`config.mk`:
```
export PLATFORM = sky130hd
export DESIGN_NAME = instruction_fetch
export DESIGN_NICKNAME = d
export VERILOG_FILES = /design/src/rtl/instruction_fetch.sv
export SDC_FILE = /design/constraint.sdc
export NUM_CORES = 1
export LEC_CHECK = 0
export CAP_MARGIN = 15
export CORE_ASPECT_RATIO = 2
export CORE_MARGIN = 5
export CORE_UTILIZATION = 32
export CTS_CLUSTER_SIZE = 40
export DETAILED_ROUTE_END_ITERATION = 8
export PLACE_DENSITY = 0.86
export SETUP_SLACK_MARGIN = 0.5
export SLEW_MARGIN = 5
export SYNTH_ARGS = -nofsm -noshare
export SYNTH_HDL_FRONTEND = slang
export SYNTH_SLANG_ARGS = --single-unit
```
`constraint.sdc`:
```
create_clock -name clk -period 3.75 [get_ports clk]
set_clock_uncertainty 0.15 [all_clocks]
set_input_delay 0.9375 -clock clk [delete_from_list [all_inputs] [get_ports clk]]
set_output_delay 0.9375 -clock clk [all_outputs]
set_load 0.1 [all_outputs]
```
`src/rtl/instruction_fetch.sv`:
```
// Instruction fetch unit: reads two bytes (low byte first) from a byte-wide
// memory at the address held in an external 16-bit PC register, assembles
// them into a 16-bit instruction, and holds it until the consumer accepts it.
// PC clear/jump requests are handled here only while idle.
module instruction_fetch (
  input  logic        clk,
  input  logic        rst,
  input  logic        start,
  input  logic        pc_clr,
  input  logic        jump_en,
  input  logic [15:0] jump_addr,
  input  logic [15:0] pc_q,
  output logic        pc_e,
  output logic [1:0]  pc_funsel,
  output logic [15:0] pc_i,
  output logic        mem_req,
  output logic [15:0] mem_addr,
  input  logic        mem_ack,
  input  logic [7:0]  mem_rdata,
  output logic [15:0] instr,
  output logic        instr_valid,
  input  logic        instr_ready,
  output logic        busy
);

  typedef enum logic [1:0] {
    IDLE   = 2'b00,
    REQ_LO = 2'b01,
    REQ_HI = 2'b10,
    HOLD   = 2'b11
  } state_e;

  typedef enum logic [1:0] {
    FS_DEC  = 2'b00,
    FS_INC  = 2'b01,
    FS_LOAD = 2'b10,
    FS_CLR  = 2'b11
  } funsel_e;

  state_e      state_q, state_d;
  logic [15:0] instr_q, instr_d;
  funsel_e     funsel;

  // State and instruction registers.
  // NOTE: sequential state uses non-blocking assignments so every register
  // samples its pre-edge inputs; the instruction register is reset so a
  // fetch abandoned by reset leaves no partial byte behind.
  always_ff @(posedge clk or negedge rst) begin
    if (!rst) begin
      state_q <= IDLE;
      instr_q <= 16'h0000;
    end else begin
      state_q <= state_d;
      instr_q <= instr_d;
    end
  end

  // Next-state, byte capture and PC-register control.
  // NOTE: every output of this block gets a default first, so no path
  // through the case statement can leave a value held (no latches).
  always_comb begin
    state_d     = state_q;
    instr_d     = instr_q;
    pc_e        = 1'b0;
    funsel      = FS_DEC;
    pc_i        = 16'h0000;
    mem_req     = 1'b0;
    instr_valid = 1'b0;

    unique case (state_q)
      IDLE: begin
        // Clear beats jump, jump beats start; clear/jump never leave IDLE.
        if (pc_clr) begin
          pc_e   = 1'b1;
          funsel = FS_CLR;
        end else if (jump_en) begin
          pc_e   = 1'b1;
          funsel = FS_LOAD;
          pc_i   = jump_addr;
        end else if (start) begin
          state_d = REQ_LO;
        end
      end

      REQ_LO: begin
        mem_req = 1'b1;
        if (mem_ack) begin
          pc_e         = 1'b1;
          funsel       = FS_INC;
          instr_d[7:0] = mem_rdata;
          state_d      = REQ_HI;
        end
      end

      REQ_HI: begin
        mem_req = 1'b1;
        if (mem_ack) begin
          pc_e          = 1'b1;
          funsel        = FS_INC;
          instr_d[15:8] = mem_rdata;
          state_d       = HOLD;
        end
      end

      HOLD: begin
        instr_valid = 1'b1;
        if (instr_ready) begin
          state_d = start ? REQ_LO : IDLE;
        end
      end

      default: state_d = IDLE;
    endcase

    // The PC controls come straight from inputs in IDLE, so reset must mask
    // them explicitly to keep the PC register untouched while rst is low.
    if (!rst) begin
      pc_e   = 1'b0;
      funsel = FS_DEC;
      pc_i   = 16'h0000;
    end
  end

  // Address is only meaningful during a request; otherwise held at zero.
  assign mem_addr  = mem_req ? pc_q : 16'h0000;
  assign pc_funsel = funsel;
  assign instr     = instr_q;
  assign busy      = (state_q != IDLE);

endmodule

```
==> After elaboration in Yosys (flattened, before gate mapping) <==
Index checks and enable logic that the tools add are counted.
Widths: inputs -> output; s select.
{ "classes": {"n_eq_ne": 9, "reduce_logical": 6, "muxes": 25} }
{ "ops": {"columns": ["operator", "count"], "rows": [
  ["$mux 16", 5],
  ["$mux 2", 9],
  ["$ne 2x2->1 const B", 6],
  ["$mux 1", 8],
  ["$pmux 2 s4", 1],
  ["$reduce_and 6->1", 1],
  ["$eq 2x2->1 const B", 2],
  ["$pmux 2 s2", 1],
  ["$reduce_and 2->1", 2],
  ["$eq 2x1->1 const B", 1],
  ["$logic_not 2->1", 1],
  ["$pmux 1 s2", 1],
  ["$reduce_bool 2->1", 1],
  ["$reduce_or 2->1", 1]
]} }
{ "word_totals": {"in_bits": 47, "output_inout_bits": 54, "ff_bits": 18, "wordCells": 43} }

==> Longest topological paths before layout <==
Gate-level depths: netlist (run 1).
{ "depth": {"depth_word": 4, "depth_mapped": 5, "depth_no_buf": 5} }

==> Worst setup path after synthesis (run 1) <==
No wires, ideal clock.
{ "synth_path": {"path_type": "register -> output", "startpoint": "register state_q[0]", "endpoint": "output pc_e", "path_stages_with_launch": 5, "t_required_ns": 2.663, "setup_slack_ns": -0.412, "arrival_ns": 3.074, "n_path_buf": 0, "cell_sequence": "dfrtp_1 > inv_1 > ha_1 > nand2_1 > a21oi_1"} }
{ "synth_via": {"elab_chain_cells": 4, "word_cells_on_any_way": 6, "cone_classes": "2 x eq/ne; 2 x mux; 2 x reduce/logical"} }
{ "synth_lines": {"columns": ["item", "line_no", "source"], "rows": [
  ["from (decl)", "40", "state_e state_q, state_d;"],
  ["from (signal assigned)", "53", "state_q <= state_d;"],
  ["$eq 2x2->1 / $eq 2x1->1 (equally long branches)", "70", "unique case (state_q)"],
  ["$reduce_or 2->1 (no line)", null, null],
  ["$pmux 1 s2 *", "70", null],
  ["$mux 1 *", "117", "if (!rst) begin"],
  ["to (decl)", "13", "output logic pc_e,"]
]} }
Mark *: on every way between the ends. The rest lies on a longest branch, timed or not.

==> Worst setup path in the final report (run 1) <==
{ "layout_path": {"startpoint": "input mem_ack", "endpoint": "output pc_funsel[0]"} }
{ "layout_via": {"elab_chain_cells": 3} }
{ "layout_lines": {"columns": ["item", "line_no", "source"], "rows": [
  ["from (decl)", "18", "input logic mem_ack,"],
  ["$mux 1", "87, 97", null],
  ["$pmux 2 s2", "70", null],
  ["$mux 2", "117", null],
  ["to (decl)", "14", "output logic [1:0] pc_funsel,"]
]} }
No other way between the ends.

==> results list, run 1 <==
* Global-route congestion overflow total: 0
- After Yosys synthesis, full adders, half adders and majority gates account for 7.20% of the synthesized area.
- Maximum number of pins on one net before global-route repair: 20
* Insertion delay of the later-clocked pin in the worst-skew pair: 240 ps
- Minimum hold slack: 357 ps
* Vias in the first global route: 1296
- Worst min path class: flop to flop
- Static timing analysis puts the maximum clock frequency at 320 MHz.
- Of the available clock period, the critical path in the final layout requires 83.3%.
* Number of violations of the max-capacitance limit: 0
- The commonest cells after synthesis are sky130_fd_sc_hd__and2_1 (32), sky130_fd_sc_hd__dfrtp_1 (18), sky130_fd_sc_hd__mux2_2 (16).
- Data arrival time of the critical path: 2040 ps
- The number of pins exceeding their max-slew limit in the final report was 0.
* Area growth from synthesis to layout: 139%
- In this run the number of H-tree levels came out at 1.
* Number of antenna violations at the first check in global routing: 0
* CTS Buffer Depth: 2
- Clock-pin slew of the registers on the worst-case setup and hold paths: 70 ps
- The final layout contains routed wiring with a total length of 4.09 mm.
- Net count of the mapped netlist: 149
- In this run the tightest slew margin relative to its limit is 74.1%.
* Post-synth EDFFs: 0
- The flow ran to the end, and the final reports show no timing, DRC or antenna violations.
- The die is 50.4 µm wide.
- Yosys attributes the largest share of cell area to sky130_fd_sc_hd__dfrtp_1 (43%), sky130_fd_sc_hd__and2_1 (19%), sky130_fd_sc_hd__mux2_2 (17%).
- Startpoint of the most critical setup path: mem_ack
- TritonCTS buffer count: 3
* Clock Root Buffer: sky130_fd_sc_hd__clkbuf_8
* Detailed-route via count: 1144
- In this run the worst path has a maximum fanout of 4.
- The floorplan has 29 rows.
* Share of flip-flops with an asynchronous set or reset: 100%
* Starting density of the core: 33.0%
- Synth warn: 0
* Die H: 90.7 µm
* Total GRT Usage: 18.1%
- R2R cell count: 5
* Half-perimeter wire length after placement: 3.48 mm
- The synthesized design contains 18 register bits.
* Number of port buffers: 100
- The count of nets left with antenna violations once routing finished came out at 0.
- Setup repair after global routing left no endpoint under its margin.
* Hold Path Stages: 1
- For this run, the leading register cell type out of synthesis is sky130_fd_sc_hd__dfrtp_1.
* Number of DRC markers in iteration 0: 15
- Synthesized-area fraction occupied by ao, oa, aoi and oai cells: 4.20%
- 0 antenna diodes ended up in the layout.
- XOR/XNOR share of the synthesized area: 0%
- After Yosys synthesis, and, or, nand and nor cells account for 23.8% of the synthesized area.
- RR Startpoint: state_q[0]$_DFFE_PN0P_
* Startpoint of the lowest-slack hold path: instr[13]$_DFFE_PN0P_
- The worst setup path is of the input port to output port kind.
* Fill count: 189
- A synthesized cell averages 10.9 µm².
- Avg WL per Cell: 17.7 µm
* Length of the first detailed-routing pass in iterations: 4
- The most common cell in the synthesized netlist is sky130_fd_sc_hd__and2_1.
* Register area share after synthesis: 43.2%
* Fin crit period: 3130 ps
- The tree built by TritonCTS fans out to 18 sinks.
* Die Area: 4570 µm²
* Setup violation total in the final timing report: 0
- Fraction of layout cells with a size suffix above 1: 50.0%
- Endpoint required time on the critical path: 2660 ps
* Drt drc: 0
- Mux contribution to synthesized area: 19.3%
- Of all cell types, the one taking the most synthesized area is sky130_fd_sc_hd__dfrtp_1.
- Counting distinct cell types in the post-synthesis netlist gives 20.
- Slew at the pin with the worst max-slew slack: 387 ps
- Number of hold violations in the final report: 0
* Sum of negative setup slack: 0 ps
* First-pass GRT wire length: 6.46 mm
- By area, the combinational part of the netlist is dominated by simple AND/OR/NAND/NOR gates.
* Worst Setup End Kind: output port
* Post-synthesis cell area: 1040 µm²
- TritonCTS clock tree: done
- Post-synthesis instance total: 96
- The final layout contains 254 nets.
- The worst setup path is launched from an input port.
- Dividing the detail-routed via count by the number of cells gives 4.95.
* Core region area: 3160 µm²
- Final weighted congestion of routability-driven global placement: 0.844
* Hold buffers post-CTS: 0
- Fraction of synthesized cell area taken by the top area cell type: 43.2%
- # IOs: 101
-- routing by layer --
metal / wire [µm] / up-vias / GRT usage [%]
met5: 0 / - / 0
met4: 44 / 0 / 4.90
met3: 406 / 6 / 4.63
met2: 2440 / 78 / 36.7
met1: 1200 / 530 / 16.0
li1: - / 530 / -
-- critical path, stage by stage --
cell,delay [ps]
sky130_fd_sc_hd__clkdlybuf4s50_1,550
sky130_fd_sc_hd__nand2_1,170
sky130_fd_sc_hd__a21oi_4,190
sky130_fd_sc_hd__buf_12,190
-- sequential cells by signal, summed over array words and instances (netlist names) --
name and count:
state_q 2, instr 16
-- final timing paths --
kind,slack [ps],endpoint
max,620,pc_funsel[0]
min,360,instr[13]$_DFFE_PN0P_
max reg2reg,1940,state_q[1]$_DFFE_PN0P_
min reg2reg,360,instr[13]$_DFFE_PN0P_
max in group asynchronous,2570,state_q[0]$_DFFE_PN0P_
min in group asynchronous,730,instr[10]$_DFFE_PN0P_
-- metrics by stage --
stage          cell area [µm²]  utilization (%)  setup slack (ps)  std cells
3_3_place_gp              2400             76.0               286        226
2_1_floorplan             1080                -               508         96
3_5_place_dp              2400             76.0               227        226
5_1_grt                   2490             79.0               601        231
6_report                  2490             79.0               625        231
4_1_cts                   2490             79.0               626        231
-- layout make-up --
cell class | count | area, µm² | area share (%)
inverters | 4 | 15.0 | 0.602
flip-flops and latches | 18 | 450 | 18.1
clock buffers | 4 | 55.1 | 2.21
well taps | 31 | 38.8 | 1.56
repair buffers | 101 | 1290 | 51.8
multi-input cells | 73 | 643 | 25.8
-- layout by cell type, fill, tap and decap left out --
| cell | count |
|---|---|
| sky130_fd_sc_hd__clkdlybuf4s50_1 | 43 |
| sky130_fd_sc_hd__buf_12 | 33 |
| sky130_fd_sc_hd__buf_4 | 21 |
| sky130_fd_sc_hd__dfrtp_1 | 18 |
| sky130_fd_sc_hd__mux2_2 | 16 |
| sky130_fd_sc_hd__and2_1 | 14 |
| sky130_fd_sc_hd__and2_2 | 10 |
| sky130_fd_sc_hd__and2_4 | 8 |
| sky130_fd_sc_hd__ha_1 | 5 |
| sky130_fd_sc_hd__inv_1 | 4 |
| sky130_fd_sc_hd__nand2_1 | 4 |
| sky130_fd_sc_hd__clkbuf_8 | 4 |
| sky130_fd_sc_hd__dlygate4sd2_1 | 3 |
| sky130_fd_sc_hd__and4b_2 | 2 |
| sky130_fd_sc_hd__a21oi_4 | 2 |
| sky130_fd_sc_hd__nand2b_2 | 1 |
| sky130_fd_sc_hd__o21ai_1 | 1 |
| sky130_fd_sc_hd__nor2_2 | 1 |
| sky130_fd_sc_hd__o21ai_0 | 1 |
| sky130_fd_sc_hd__and3_1 | 1 |
| sky130_fd_sc_hd__a211oi_1 | 1 |
| sky130_fd_sc_hd__o21bai_1 | 1 |
| sky130_fd_sc_hd__nand2b_1 | 1 |
| sky130_fd_sc_hd__o2111ai_1 | 1 |
| sky130_fd_sc_hd__mux2i_1 | 1 |
| sky130_fd_sc_hd__mux2_1 | 1 |
| sky130_fd_sc_hd__ha_2 | 1 |
| sky130_fd_sc_hd__buf_8 | 1 |
-- cell families after synthesis --
family / after synthesis
buffers and inverters: 6
AND/OR/NAND/NOR: 41
adder cells (fa/ha/maj): 6
AO/OA/AOI/OAI: 7
flip-flops: 18
multiplexers: 18
-- what timing repair did --
action,in CTS,in global routing
setup endpoints to repair,19,0
setup buffers,0,0
gates resized for setup,16,0
Power of run 1 is left out: the tool's default activity adds up to more than one toggle a clock period on the data nets, which glitch-free logic cannot reach.
==> inputs of run 2 (changes only) <==
--- a/config.mk
+++ b/config.mk
@@ -8,10 +8,10 @@
 export CAP_MARGIN = 15
 export CORE_ASPECT_RATIO = 2
 export CORE_MARGIN = 5
-export CORE_UTILIZATION = 32
+export CORE_UTILIZATION = 27
 export CTS_CLUSTER_SIZE = 40
 export DETAILED_ROUTE_END_ITERATION = 8
-export PLACE_DENSITY = 0.86
+export PLACE_DENSITY = 0.77
 export SETUP_SLACK_MARGIN = 0.5
 export SLEW_MARGIN = 5
 export SYNTH_ARGS = -nofsm -noshare
==> constraint.sdc (replaced) <==
create_clock -name clk -period 2.8 [get_ports clk]
set_clock_uncertainty 0.15 [all_clocks]
set_input_delay 0.7 -clock clk [delete_from_list [all_inputs] [get_ports clk]]
set_output_delay 0.7 -clock clk [all_outputs]
set_load 0.1 [all_outputs]
==> run 2 against run 1 <==
  * First-iteration DRC count decreased by 53%
  * Final cell count is 16% higher
  * Worst hold slack worse by 2.6 ps
  * Utilization shrank 5.7 points
  * Worst setup slack got worse by 240 ps
  * Global-route usage about the same
  * Non-clock buffer count up 17
==> results list, run 2 (synthesized netlist as in run 1, its figures left out) <==
* Relative max-transition margin: 70.9% (was 74.1%)
- Die Area: 5280 µm² (was 4570 µm²)
- The launch point of the worst hold path is instr[10]$_DFFE_PN0P_ (was instr[13]$_DFFE_PN0P_).
* Number of clock sinks seen by CTS: 18 (unchanged)
- The count of antenna-violating nets left after detailed routing is 0 (unchanged).
- Number of DRC markers in iteration 0: 7 (was 15)
* Detailed-route via count: 1250 (was 1144)
* Critical path class: flop to output port (was input port to output port)
- The site row count was 32 (was 29).
- Endpoint required time on the critical path: 1950 ps (was 2660 ps)
- Number of violations of the max-capacitance limit: 0 (unchanged)
- The buffer levels on the longest clock path was 2 (unchanged).
- The most common library cell in the layout ignoring fill and taps was sky130_fd_sc_hd__buf_12 (was sky130_fd_sc_hd__clkdlybuf4s50_1).
* Hold Path Stages: 1 (unchanged)
- Commonest cells after routing, fill and taps aside: sky130_fd_sc_hd__buf_12 (38), sky130_fd_sc_hd__buf_4 (33), sky130_fd_sc_hd__and2_4 (32) (was sky130_fd_sc_hd__clkdlybuf4s50_1 (43), sky130_fd_sc_hd__buf_12 (33), sky130_fd_sc_hd__buf_4 (21)).
- Total number of H-tree levels: 1 (unchanged)
* Setup violation total in the final timing report: 0 (unchanged)
- First-pass GRT wire length: 7.11 mm (was 6.46 mm)
- The total wirelength of the detailed-routed design was 4.84 mm (was 4.09 mm).
- The worst path uses 86.3% of the clock period.
- Sum of negative setup slack: 0 ps (unchanged)
- Hold buffers post-CTS: 0 (unchanged)
- Static timing analysis puts the maximum clock frequency at 414 MHz.
* Number of antenna violations at the first check in global routing: 0 (unchanged)
* Area growth from synthesis to layout: 167% (was 139%)
- The count of fill cells added during filler insertion came to 268 (was 189).
* Worst Setup End Kind: output port (unchanged)
- Unrepaired setup endpoints after global routing: true (was false).
* Final layout net count: 271 (was 254)
* TritonCTS buffer count: 3 (unchanged)
* Fin crit period: 2420 ps
- Setup slack, reg-to-reg: 910 ps (was 1940 ps)
* Outcome: completed (unchanged)
- The root buffer selected by CTS is sky130_fd_sc_hd__clkbuf_8 (unchanged).
- The number of cells on the worst reg-to-reg path is 6 (was 5).
- Total GRT Usage: 18.1% (about the same)
- Crit path cell chain: inv_2 -> ha_4 -> and4b_2 -> and2_4 -> buf_12 (was clkdlybuf4s50_1 -> nand2_1 -> a21oi_4 -> buf_12).
- The number of global-route vias before repair is 1375 (was 1296).
- The peak fanout along the critical path is 8 (was 4).
- The width of the die came to 53.9 µm (was 50.4 µm).
- The boundary pin count was 101 (unchanged).
- The number of pins exceeding their max-slew limit in the final report is 0 (unchanged).
- The count of buffers from port buffering was 100 (unchanged).
- The global route total overflow came to 0 (unchanged).
* Final weighted congestion of routability-driven global placement: 0.755 (was 0.844)
- The end of the worst register-to-register path is instr[9]$_DFFE_PN0P_ (was state_q[1]$_DFFE_PN0P_).
* Number of instances in the placed design: 249 (was 226)
- Number of hold violations in the final report: 0 (unchanged)
* TritonCTS clock tree: done (unchanged)
- The clock network latency to the later pin of the worst-skew pair is 250 ps (was 240 ps).
* Sort of element at the start of the critical path: flop (was input port)
- Half-perimeter wire length after placement: 3.88 mm (was 3.48 mm)
- The die outline height came to 97.9 µm (was 90.7 µm).
* Largest register FFs: 16 (unchanged)
- Slew at the pin with the worst max-slew slack: 435 ps (was 387 ps)
- Clock-pin slew of the registers on the worst-case setup and hold paths: 60 ps (was 70 ps)
- Detail-routed via count per cell: 4.68 (was 4.95)
- The destination of the worst hold path is instr[10]$_DFFE_PN0P_ (was instr[13]$_DFFE_PN0P_).
- The arrival time at the worst endpoint was 1570 ps (was 2040 ps).
- The routed wire length per instance is 18.1 µm (was 17.7 µm).
* Diode insertion count for antenna repair: 0 (unchanged)
- The maximum single-stage delay on the critical path was 390 ps (was 550 ps).
- The launch point of the worst reg-to-reg path is state_q[0]$_DFFE_PN0P_ (unchanged).
- The maximum number of pins on one net before global-route repair was 19 (was 20).
- Worst path slowest cell: sky130_fd_sc_hd__dfrtp_1 (was sky130_fd_sc_hd__clkdlybuf4s50_1)
* Final standard cell count with taps included and fillers excluded: 267 (was 231)
- The detailed-routing iteration count for the pre-antenna-repair pass came to 3 (was 4).
- The worst min-delay path category was flop to flop (unchanged).
- Drt drc: 0 (unchanged)
* Core region area: 3800 µm² (was 3160 µm²)
- The fraction of final layout cells sized beyond drive strength 1 came to 64.8% (was 50.0%).
* Starting density of the core: 27.4% (was 33.0%)
run 2: cell types whose count changed in the layout (fill, tap and decap cells not counted), moves of 5 or more:
cell / previous run / this run
sky130_fd_sc_hd__and2_4: 8 / 32
sky130_fd_sc_hd__and2_2: 10 / 0
sky130_fd_sc_hd__buf_4: 21 / 33
sky130_fd_sc_hd__clkdlybuf4s50_1: 43 / 26
sky130_fd_sc_hd__and2_1: 14 / 0
sky130_fd_sc_hd__buf_12: 33 / 38
sky130_fd_sc_hd__dlygate4sd2_1: 3 / 16
run 2: repair_timing:
action	in CTS	in global routing
endpoints found under the hold margin	0	0
gates cloned	1	0
buffers inserted	12	2
pin swaps	24	10
gates resized for setup	44	8
setup endpoints to repair	35	27
run 2: critical path: cells and delay by family, from the launching register on:
kind | cells | cell delay, ps
flip-flops | 1 | 390
adder cells (fa/ha/maj) | 1 | 160
buffers and inverters | 2 | 250
AND/OR/NAND/NOR | 2 | 520
run 2: worst max path at each step:
stage / endpoint / cells past startpoint / start / slack, ps
floorplan: pc_e / 4 / state_q[1]$_DFFE_PN0P_ / 290
global placement: pc_i[14] / 4 / rst / -30
detailed placement: pc_i[13] / 4 / rst / -60
CTS: pc_i[11] / 4 / jump_en / 360
global route: pc_i[11] / 5 / state_q[1]$_DFFE_PN0P_ / 320
finish: pc_i[2] / 5 / state_q[0]$_DFFE_PN0P_ / 380
run 2: through the flow:
step                      hold WS (ps)  area (µm²)  setup WS, ps  util (%)
final                              354        2790           385      73.2
after global routing               372        2790           319      73.2
after CTS                          360        2740           359      72.0
after detailed placement           345        2570         -61.7      67.5
after global placement             343        2570         -31.0      67.5
after floorplan                    254        1180           288         -
run 2: metal layers:
metal	routed length (µm)	part of all wire (%)	GRT usage, %
met5	0	0	0
met4	117	2.4	7.28
met3	621	13	5.50
met1	1490	31	17.5
met2	2600	54	33.0
run 2: cell type report:
type,count,area (µm²),share of cell area [%]
flip-flops and latches,18,450,16.2
multi-input cells,73,759,27.3
clock buffers,3,41.3,1.48
repair buffers,118,1460,52.2
inverters,4,15.0,0.539
well taps,51,63.8,2.29
Power of run 2 is left out for the same reason.
